--- src/rtl/demux_router.sv ---
// demux_router: routes a single valid/ready word stream into one of two
// independent sink FIFOs chosen by a per-word select bit, with per-sink
// delivery counters for debug.
//
// Handshake: a transfer happens on a rising edge where valid && ready are
// both 1. A producer holding valid must keep its payload (and in_sel) stable
// until that edge. in_ready depends only on in_sel and registered FIFO
// occupancy, never on either sink's ready, so no ready pass-through exists.
module demux_router #(
  parameter int WIDTH     = 32,
  parameter int DEPTH     = 2,
  parameter int CNT_WIDTH = 16
) (
  input  logic                 clk,
  input  logic                 rst_n,
  input  logic                 in_valid,
  output logic                 in_ready,
  input  logic                 in_sel,
  input  logic [WIDTH-1:0]     in_data,
  output logic                 out0_valid,
  input  logic                 out0_ready,
  output logic [WIDTH-1:0]     out0_data,
  output logic                 out1_valid,
  input  logic                 out1_ready,
  output logic [WIDTH-1:0]     out1_data,
  output logic [CNT_WIDTH-1:0] cnt0,
  output logic [CNT_WIDTH-1:0] cnt1
);

  localparam int PW = (DEPTH > 1) ? $clog2(DEPTH) : 1;
  localparam logic [PW:0] FULL_CNT = (PW+1)'(DEPTH);

  // Index 0 is sink 0, index 1 is sink 1 throughout.
  logic [1:0][DEPTH-1:0][WIDTH-1:0] mem_q, mem_d;
  logic [1:0][PW-1:0]               wptr_q, wptr_d;
  logic [1:0][PW-1:0]               rptr_q, rptr_d;
  logic [1:0][PW:0]                 count_q, count_d;
  logic [1:0][CNT_WIDTH-1:0]        dcnt_q, dcnt_d;

  logic [1:0] full;
  logic [1:0] empty;
  logic [1:0] push;
  logic [1:0] pop;
  logic [1:0] sink_ready;
  logic       accept;

  // Status flags and handshake decode for both FIFOs.
  always_comb begin
    sink_ready = {out1_ready, out0_ready};
    for (int n = 0; n < 2; n++) begin
      full[n]  = (count_q[n] == FULL_CNT);
      empty[n] = (count_q[n] == '0);
      pop[n]   = !empty[n] && sink_ready[n];
    end
    in_ready = in_sel ? !full[1] : !full[0];
    accept   = in_valid && in_ready;
    push[0]  = accept && !in_sel;
    push[1]  = accept && in_sel;
  end

  // Next-state for storage, pointers, occupancy and delivery counters.
  always_comb begin
    mem_d   = mem_q;
    wptr_d  = wptr_q;
    rptr_d  = rptr_q;
    count_d = count_q;
    dcnt_d  = dcnt_q;
    for (int n = 0; n < 2; n++) begin
      if (push[n]) begin
        mem_d[n][wptr_q[n]] = in_data;
        wptr_d[n]           = wptr_q[n] + PW'(1);
      end
      if (pop[n]) begin
        rptr_d[n] = rptr_q[n] + PW'(1);
        dcnt_d[n] = dcnt_q[n] + CNT_WIDTH'(1);
      end
      // Push and pop together leave occupancy unchanged.
      count_d[n] = count_q[n] + (PW+1)'(push[n]) - (PW+1)'(pop[n]);
    end
  end

  // State registers; reset drops buffered words and clears storage.
  always_ff @(posedge clk or negedge rst_n) begin
    if (!rst_n) begin
      mem_q   <= '0;
      wptr_q  <= '0;
      rptr_q  <= '0;
      count_q <= '0;
      dcnt_q  <= '0;
    end else begin
      mem_q   <= mem_d;
      wptr_q  <= wptr_d;
      rptr_q  <= rptr_d;
      count_q <= count_d;
      dcnt_q  <= dcnt_d;
    end
  end

  // Sink outputs come straight from registered state.
  always_comb begin
    out0_valid = !empty[0];
    out1_valid = !empty[1];
    out0_data  = mem_q[0][rptr_q[0]];
    out1_data  = mem_q[1][rptr_q[1]];
    cnt0       = dcnt_q[0];
    cnt1       = dcnt_q[1];
  end

endmodule

--- config.mk ---
export PLATFORM = sky130hd
export DESIGN_NAME = demux_router
export DESIGN_NICKNAME = d
export VERILOG_FILES = /design/src/rtl/demux_router.sv
export SDC_FILE = /design/constraint.sdc
export NUM_CORES = 1
export LEC_CHECK = 0
export ABC_AREA = 1
export CAP_MARGIN = 15
export CORE_MARGIN = 1
export CORE_UTILIZATION = 32
export CTS_BUF_LIST = sky130_fd_sc_hd__clkbuf_2
export CTS_CLUSTER_SIZE = 28
export DETAILED_ROUTE_END_ITERATION = 16
export DONT_BUFFER_PORTS = 1
export GPL_TIMING_DRIVEN = 0
export PLACE_DENSITY = 0.56
export SLEW_MARGIN = 20
export SYNTH_ARGS = -nofsm -noshare
export SYNTH_HDL_FRONTEND = slang
export SYNTH_SLANG_ARGS = --single-unit
--- constraint.sdc ---
create_clock -name clk -period 1.9 [get_ports clk]
set_input_delay 0.095 -clock clk [delete_from_list [all_inputs] [get_ports clk]]
set_output_delay 0.095 -clock clk [all_outputs]
set_load 0.005 [all_outputs]
==> summary.txt <==
Status
  – Status: complete, but fails checks
  – Violations in the final reports: negative hold slack

Floorplanning
  – Die X: 159 µm
  – I/O pin count: 137
  – Die area: 0.0253 mm²
  – Die H: 159 µm
  – Starting Density: 32.5%
  – Core Rows: 57
  – Core Box Area: 0.0242 mm²

Clock tree
  – Maximum clock path buffer count: 2
  – # clock sinks: 168
  – Worst-Skew Late Latency: 0.73 ns
  – Root Driver: clkbuf_2
  – Clock Pin Slew Worst Setup and Hold Paths: 0.28 ns
  – Inserted Clock Buffers: 17
  – CTS H-tree lvls: 4
  – TritonCTS clock tree: built

Yosys
  – Post-Synth XOR/XNOR Area: 2.89%
  – Post-Synth Adder-Cell Area: 0.952%
  – Syn_nets: 988
  – Post-Synth Simple-Gate Area: 20.8%
  – Largest family of logic cells by synthesized area: simple AND/OR/NAND/NOR gates
  – Register area share after synthesis: 53.3%
  – Area contributors post-synth: dfrtp_1 53%, nand2_1 16%, o21ai_0 10%, inv_1 4.8%, o21ai_2 3.3%
  – Synth Area in Compound Gates: 14.0%
  – YS warnings: 0
  – Post-synthesis mux area share: 0%
  – Post-synthesis cell count: 944
  – Dominant cell type by area after synthesis: dfrtp_1
  – Mean Syn Cell Area: 8.36 µm²
  – Synth top area share: 53.3%
  – Post-synth design cell area: 0.00789 mm²
  – Synth Register Bits: 168
  – Synth cell types: 29

Global routing
  – First-pass GRT wire length: 34,100 µm
  – Vias in the first global route: 6,120
  – Largest net degree at the start of global routing: 169
  – Initial antenna violation count: 1
  – Total Routing Usage GR: 17.2%
  – Gr ovfl total: 0

Setup path
  – Slowest CP cell: dlygate4sd3_1
  – Worst path most repeated cell: nand2_1
  – Critical path's largest stage delay: 0.59 ns
  – Worst EP required: 2.53 ns
  – Worst EP arrival: 2.43 ns
  – Bufs and invs on worst path: 3
  – Critical path endpoint category: flip-flop
  – Crit-path max FO: 8
  – Critical path class: flip-flop to flip-flop
  – Worst path top cell family by delay: buffers and inverters
  – Cells along the critical path: inv_2 -> o211ai_4 -> buf_4 -> nor2_2 -> dlygate4sd3_1 -> nand2_1 -> nand2_1
  – Startpoint Class: flip-flop

Detailed routing
  – 1st-iter DRT viols: 435
  – Vias per cell: 4.62
  – Post-DRT Antenna Nets: 0
  – Drt pass-1 iters: 5
  – DRC Markers: 0
  – Final wirelength: 21,700 µm
  – WL/cell: 16.0 µm
  – Via Count: 6,261

Power
  – P_sw: 6.16 mW
  – Design internal power: 8.43 mW
  – Flop pwr share: 39.7%
  – Maximum VDD drop: 695 µV
  – Leak pwr: 4.51 nW
  – Cell Pwr Density: 1500 mW/mm²
  – Clk pwr share: 15.2%
  – Logic pwr share: 45.1%
  – Sw Ratio: 42.2%

Min path
  – Worst hold path class: primary input to async pin

Timing
  – Slew of the pin with the lowest slew margin: 0.610 ns
  – Fin. max-slew vios: 0
  – RSZ-0062 raised after global routing: yes
  – Tmin final: 1.80 ns
  – Setup violators final: 0
  – Fmax: 556 MHz
  – Max Clock Skew: 0.0501 ns
  – Final count of hold timing violations: 168
  – Max-slew headroom: 58.9%
  – Worst Slack Setup Final: 0.100 ns
  – Final Cycle Share: 94.7%
  – Worst hold slack: -1.00 ns
  – Setup tns final: 0 ns

Placement
  – Port bufs: 0
  – Placement Setup Slack: -0.0436 ns
  – Detail Placement HPWL: 14,600 µm
  – Routability cong.: 0.767

Flow run
  – MaxCap Viol Count: 0

Cells and area
  – Layout area overhead: 23.1%
  – Fillers: 2,478
  – Ratio of cells with drive above 1 in the final layout: 18.7%
  – Final nets: 1,062
==> sequential cells by signal, summed over array words and instances (netlist names) <==
name     cells
mem_q      128
cnt0        16
cnt1        16
count_q      4
rptr_q       2
wptr_q       2
==> worst paths after layout <==
check	from	endpoint	slack (ns)	depth (start not counted)
min reg2reg	mem_q[123]	mem_q[123]	0.53	2
max in group asynchronous	rst_n	mem_q[66]	2.55	0
max	count_q[1]	mem_q[32]	0.10	7
min in group clk	in_data[21]	mem_q[53]	0.08	3
max reg2reg	count_q[1]	mem_q[32]	0.10	7
min	rst_n	mem_q[99]	-1.00	0
==> routing by layer <==
metal | global-route usage, % | part of all wire [%] | vias to the layer above
met1 | 23.0 | 47 | 2999
met2 | 27.3 | 46 | 135
met5 | 0 | 0 | -
met4 | 3.89 | 0.98 | 0
li1 | - | - | 3116
met3 | 5.39 | 6.1 | 11
==> layout by cell type, fill, tap and decap left out, types with 9 or more instances in the layout <==
cell and count:
xor2_1 17, buf_4 17, o21ai_4 23, o21ai_2 61, dfrtp_1 167, nor2_1 28
nand4_1 9, o21ai_1 12, nand2_1 317, inv_1 100, clkbuf_2 20, nand3_1 15
buf_6 9, xnor2_1 9, dlygate4sd3_1 44, nand2_2 16, o21ai_0 98
==> cells by family (layout without fill, tap and decap cells) <==
kind of cell / count (synthesis) / count (layout)
adder cells (fa/ha/maj): 6 / 6
AO/OA/AOI/OAI: 195 / 195
buffers and inverters: 147 / 234
flip-flops: 168 / 168
other: 0 / 1
XOR/XNOR: 26 / 26
AND/OR/NAND/NOR: 402 / 402
==> worst reg2reg max path, cell delays in order (launching register included) <==
cell	delay, ns
dfrtp_1	0.46
inv_2	0.09
o211ai_4	0.20
buf_4	0.22
nor2_2	0.07
dlygate4sd3_1	0.59
nand2_1	0.07
nand2_1	0.05
==> power by group through the flow <==
stage               Clock, mW  Sequential [mW]  Combinational (mW)
floorplan                   0             5.66                3.43
global placement            0             5.82                4.66
detailed placement          0             5.86                4.78
CTS                      2.30             5.77                5.65
global route             2.45             5.98                7.25
finish                   2.22             5.80                6.58
==> layout make-up <==
cell class / count / area (µm²) / area share [%]
diodes: 1 / 2.50 / 0.0258
plain buffers: 44 / 405 / 4.17
clock buffers: 18 / 90.1 / 0.928
clock inverters: 14 / 195 / 2.01
inverters: 103 / 387 / 3.98
multi-input cells: 629 / 3470 / 35.7
flip-flops and latches: 168 / 4210 / 43.3
well taps: 324 / 405 / 4.17
repair buffers: 55 / 553 / 5.70
==> cell usage after synthesis <==
library cell / number
clkbuf_2: 2
buf_1: 4
xnor2_1: 9
o211ai_4: 1
xor2_1: 17
ha_1: 6
clkbuf_1: 17
o21ai_1: 2
nor2_1: 28
nand2_2: 2
nand2_1: 331
nor3_1: 2
buf_2: 8
buf_6: 6
inv_1: 100
nand3_1: 15
nor2_2: 5
o21ai_2: 30
dfrtp_1: 168
nand2_4: 1
o21ai_0: 162
buf_4: 7
nor2_4: 4
nand4_1: 9
nand3b_1: 3
nand3_2: 1
nor2_8: 1
inv_2: 2
clkinv_1: 1
==> through the flow <==
step                      power (mW)  cells  area, µm²  util, %
final                           14.6   1356       9710     40.0
after detailed placement        10.6   1268       8290     34.2
after global routing            15.7   1356       9710     40.0
after CTS                       13.7   1339       9240     38.1
after global placement          10.5   1268       8290     34.2
after floorplan                 9.09    944       7890        -
==> timing repair <==
action / in CTS / in global routing
endpoints found under the hold margin: 336 / 177
pin swaps: 3 / 13
setup buffers: 1 / 9
endpoints found under the setup margin: 66 / 65
gates resized for setup: 118 / 90
gates cloned: 0 / 1
hold buffers: 38 / 6
No activity file was read; power rests on OpenSTA's default activity.
